==> src/rtl/bcd_counter_ndigit.sv <==
// Multi-digit BCD up/down counter with clear, parallel load, carry/borrow chain and sticky overflow.
// Optional capture register and ports enabled by defining BCD_LATCH_EN.
module bcd_counter_ndigit #(
    parameter int DIGITS   = 4,
    parameter bit SATURATE = 1'b0
) (
    input  logic                  clk,
    input  logic                  rst_n,
    input  logic                  en,
    input  logic                  clr,
    input  logic                  load,
    input  logic [4*DIGITS-1:0]   load_val,
    input  logic                  up_dn,
`ifdef BCD_LATCH_EN
    input  logic                  latch,
    output logic [4*DIGITS-1:0]   bcd_latched,
`endif
    output logic [4*DIGITS-1:0]   bcd,
    output logic                  carryout,
    output logic                  overflow
);

    localparam int W = 4 * DIGITS;

    logic [W-1:0] r_bcd;
    logic         r_overflow;
    logic [W-1:0] w_step_val;
    logic [W-1:0] w_load_val;
    logic         w_all9;
    logic         w_all0;
    logic [W-1:0] w_next_bcd;
    logic         w_next_overflow;

    function automatic logic [3:0] clamp_digit(input logic [3:0] d);
        return (d > 4'd9) ? 4'd9 : d;
    endfunction

    function automatic logic [3:0] inc_digit(input logic [3:0] d);
        return (d >= 4'd9) ? 4'd0 : d + 4'd1;
    endfunction

    function automatic logic [3:0] dec_digit(input logic [3:0] d);
        return ((d == 4'd0) || (d > 4'd9)) ? 4'd9 : d - 4'd1;
    endfunction

    // Carry/borrow chain: a digit steps when every lower digit sits at its terminal value.
    always_comb begin
        w_all9     = 1'b1;
        w_all0     = 1'b1;
        w_step_val = r_bcd;
        w_load_val = '0;
        for (int i = 0; i < DIGITS; i++) begin
            w_load_val[4*i +: 4] = clamp_digit(load_val[4*i +: 4]);
            if (up_dn ? w_all9 : w_all0) begin
                w_step_val[4*i +: 4] = up_dn ? inc_digit(r_bcd[4*i +: 4])
                                             : dec_digit(r_bcd[4*i +: 4]);
            end else begin
                w_step_val[4*i +: 4] = r_bcd[4*i +: 4];
            end
            w_all9 = w_all9 & (r_bcd[4*i +: 4] == 4'd9);
            w_all0 = w_all0 & (r_bcd[4*i +: 4] == 4'd0);
        end
    end

    assign carryout = en & ((up_dn & w_all9) | (~up_dn & w_all0));

    // Next-state selection with priority clr > load > en.
    always_comb begin
        w_next_bcd      = r_bcd;
        w_next_overflow = r_overflow;
        if (clr) begin
            w_next_bcd      = {W{1'b0}};
            w_next_overflow = 1'b0;
        end else if (load) begin
            w_next_bcd      = w_load_val;
        end else if (en) begin
            if (carryout) begin
                w_next_overflow = 1'b1;
                if (SATURATE == 1'b0) begin
                    w_next_bcd = w_step_val;
                end else begin
                    w_next_bcd = r_bcd;
                end
            end else begin
                w_next_bcd = w_step_val;
            end
        end else begin
            w_next_bcd = r_bcd;
        end
    end

    // Count and sticky overflow registers.
    always_ff @(posedge clk or negedge rst_n) begin
        if (!rst_n) begin
            r_bcd      <= {W{1'b0}};
            r_overflow <= 1'b0;
        end else begin
            r_bcd      <= w_next_bcd;
            r_overflow <= w_next_overflow;
        end
    end

    assign bcd      = r_bcd;
    assign overflow = r_overflow;

`ifdef BCD_LATCH_EN
    logic [W-1:0] r_bcd_latched;

    // Snapshot of the pre-edge count; independent of clr and load.
    always_ff @(posedge clk or negedge rst_n) begin
        if (!rst_n) begin
            r_bcd_latched <= {W{1'b0}};
        end else if (latch) begin
            r_bcd_latched <= r_bcd;
        end else begin
            r_bcd_latched <= r_bcd_latched;
        end
    end

    assign bcd_latched = r_bcd_latched;
`endif

endmodule

==> config.mk <==
export PLATFORM = sky130hd
export DESIGN_NAME = bcd_counter_ndigit
export DESIGN_NICKNAME = d
export VERILOG_FILES = /design/src/rtl/bcd_counter_ndigit.sv
export SDC_FILE = /design/constraint.sdc
export NUM_CORES = 1
export LEC_CHECK = 0
export ABC_CLOCK_PERIOD_IN_PS = 5900
export BUFFER_PORTS_ARGS = -buffer_cell sky130_fd_sc_hd__buf_4
export CAP_MARGIN = 30
export CELL_PAD_IN_SITES_DETAIL_PLACEMENT = 1
export CELL_PAD_IN_SITES_GLOBAL_PLACEMENT = 1
export CORE_UTILIZATION = 25
export DETAILED_ROUTE_END_ITERATION = 7
export HOLD_SLACK_MARGIN = 0.1
export PLACE_DENSITY = 0.62
export SYNTH_ARGS = -nofsm -noshare
export SYNTH_HDL_FRONTEND = slang
export SYNTH_SLANG_ARGS = --single-unit
==> constraint.sdc <==
create_clock -name clk -period 5.9 [get_ports clk]
set_clock_uncertainty 0.2 [all_clocks]
set_input_delay 0.295 -clock clk [delete_from_list [all_inputs] [get_ports clk]]
set_output_delay 0.295 -clock clk [all_outputs]
set_load 0.01 [all_outputs]
==> reports/qor.csv <==
stage;metric;value;unit
global_routing;grt_overflow_total;0;
synth;synth_area;0.00184;mm^2
setup_path;end_kind;output pin;
job;drv_cap;0;
power;p_sw;173;uW
clock_tree;insertion_delay;0.26;ns
setup_path;worst_ep_required_time;5.41;ns
power;switching_share;39.7;%
place;placed_area;0.00219;mm^2
clock_tree;ctsResizeCount;0;
place;hpwl;4.31;mm
setup_path;crit_family;simple AND/OR/NAND/NOR gates;
synth;yosys-top-cells-count;o21ai_0, a21oi_1, inv_1, dfrtp_1, ha_1;
synth;avgSynthCellArea;8.03;um^2
synth;synth_edf_count;0;
route;via_count;1890;
cells_and_area;antenna_cells;0;
timing;tns;0;ns
cells_and_area;regArea;425;um^2
synth;synth_cells;229;
synth;synthArstFlopShare;100;%
cells_and_area;fin_nets;299;
clock_tree;clockBufferDepth;2;
timing;slew_violations;0;
clock_tree;cts_made_buffers;3;
clock_tree;htreeDepth;1;
global_routing;grt_pass1_wl;9.43;mm
synth;synth_area_leader_cell;dfrtp_1;
setup_path;path_cells;inv_1, ha_1, nor3b_1, nand4b_1, o32ai_1, and2_2, buf_4;
power;power;435;uW
power;power.share.combinational;41.2;%
synth;yosysSeqAreaShare;23.1;%
synth;ys_warn_count;0;
global_routing;antenna_found_initial;0;
setup_path;worstReg2RegEnd;bcd[14];
power;max-vdd-ir-drop;0.0000884;V
clock_tree;clock-sinks;17;
setup_path;crit_slowest_cell;dfrtp_1;
global_routing;grt_max_degree;33;
setup_path;crit_arrival;2.30;ns
setup_path;start_kind;flop;
route;drt_iter0_drc;78;
global_routing;grt.total_usage;15.8;%
clock_tree;postCtsSetupBuffers;0;
die;fp.coreArea;0.00694;mm^2
clock_tree;ctsHoldBuffers;3;
route;firstDrtPassIters;4;
synth;synth_most_common_cell;o21ai_0;
setup_path;critical_path_class;reg2out;
clock_tree;clk_pin_slew;0.08;ns
die;die-height;87.8;um
route;via_per_inst;5.26;
cells_and_area;fillers;846;
power;cell_internal_pwr;262;uW
synth;yosysUniqueCellTypes;60;
clock_tree;cts_tree;done;
die;pin_count;40;
synth;yosys.area.top_type_share;23.1;%
route;drtAntennaViolNets;0;
route;drc;0;
die;dieArea;0.00770;mm^2
power;power_density;192;mW/mm^2
setup_path;critPathMaxFanout;9;
global_routing;grt_pass1_vias;1881;
timing;slew_headroom;59.2;%
setup_path;path_buf_inv;2;
route;wl;5.84;mm
place;io_buffer_count;39;
power;seqPwrFrac;36.3;%
synth;ys_ff_latch;17;
setup_path;r2r_slack;3.49;ns
synth;synth_top_flop_cell;dfrtp_1;
timing;finalCritPeriodShare;47.3;%
timing;max_clock_freq;0.358;GHz
timing;rsz0062_at_grt;false;
timing;tightestPinTransition;0.611;ns
clock_tree;cts_root_buf;clkbuf_8;
setup_path;cp_num_cells;7;
timing;hold_violations;0;
cells_and_area;multiInputGateArea;0.00128;mm^2
timing;setup_viol;0;
synth;synth_nets;264;
route;wl_per_cell;16.3;um
cells_and_area;final_cell_area;0.00226;mm^2
hold_path;hold_class;in2reg;
cells_and_area;drive_above_1_share;20.9;%
cells_and_area;utilization;32.6;%
die;die_w;87.8;um
synth;synth_area_leaders;dfrtp_1, ha_1, o21ai_0;
die;std_cell_rows;30;
power;leakagePower;1.00;nW
setup_path;rr_startpoint;bcd[5];
status;status;finished, final reports clean;
setup_path;slowest_delay;0.48;ns
power;clkPwrFrac;22.4;%
cells_and_area;area_delta_synth_final;23.1;%
setup_path;crit_start;bcd[8];
die;initial_core_util;26.5;%
timing;fin_crit;2.79;ns
setup_path;r2r_cells;7;
setup_path;critPathCapture;carryout;
place;gp_congestion;0.800;
-- registers in the layout (all words and copies together), names as in the netlist --
name	cells
overflow	1
bcd	16
-- worst min-delay path: stages --
cell and delay [ns]:
buf_4 0.08, a32oi_1 0.09, o22ai_1 0.11
-- layout by cell type (no fill, tap or decap), types with 3 or more instances in the layout --
cell,n
a21oi_1,19
a22o_1,3
a31oi_1,6
buf_4,39
clkbuf_8,3
dfrtp_1,17
dlygate4sd3_1,3
ha_1,13
inv_1,19
mux2i_1,4
nand2_1,10
nand2b_1,8
nand3_1,5
nand3b_1,5
nor2_1,11
nor3_1,7
nor3b_1,4
o211ai_1,3
o21ai_0,22
o21bai_1,3
o22a_1,3
o22ai_1,4
or3b_2,3
xnor2_1,4
-- worst min-delay path by stage --
| stage | startpoint | endpoint | slack, ns | cells past startpoint |
|---|---|---|---|---|
| after floorplan | rst_n | bcd[0] | -0.20 | 0 |
| after CTS | load_val[6] | bcd[6] | 0.15 | 3 |
| after detailed placement | rst_n | bcd[13] | -0.01 | 1 |
| after global routing | load_val[6] | bcd[6] | 0.19 | 3 |
| after global placement | rst_n | bcd[13] | -0.01 | 1 |
| final | load_val[6] | bcd[6] | 0.17 | 3 |
-- metal layers --
layer  part of all wire, %  track usage [%]  up-vias
li1                      -                -      913
met4                  0.48             1.79        0
met3                   4.0             2.26        2
met1                    50             21.1      933
met5                     0                0        -
met2                    46             27.8       42
-- cell families after synthesis --
family / Yosys count / share of synthesized area [%]
muxes: 8 / 5.03
and+or+nand+nor: 73 / 24.1
AOI/OAI and AO/OA: 81 / 28.7
DFF: 17 / 23.1
buffers and inverters: 31 / 7.35
xor gates and xnor gates: 6 / 2.86
adders and majority gates: 13 / 8.84
-- layout make-up --
cell class	count	area share, %
Clock buffer	3	1.82
Clock inverter	1	0.221
Inverter	19	3.15
Multi-Input combinational cell	181	56.5
Sequential cell	17	18.8
Tap cell	96	5.30
Timing Repair Buffer	42	14.3
-- per-stage QoR --
stage,setup slack [ns],hold WS [ns],instances
2_1_floorplan,3.66,-0.201,229
3_3_place_gp,3.49,-0.0101,352
3_5_place_dp,3.39,-0.0102,352
4_1_cts,3.09,0.152,359
5_1_grt,2.93,0.186,359
6_report,3.11,0.167,359
-- power groups by stage --
| stage | registers (mW) | logic (mW) | clock network (mW) |
|---|---|---|---|
| after floorplan | 0.149 | 0.123 | 0 |
| after global placement | 0.159 | 0.177 | 0 |
| after detailed placement | 0.160 | 0.178 | 0 |
| after CTS | 0.158 | 0.180 | 0.102 |
| after global routing | 0.161 | 0.201 | 0.103 |
| final | 0.158 | 0.179 | 0.0975 |
Power figures use the tool's default switching activity.
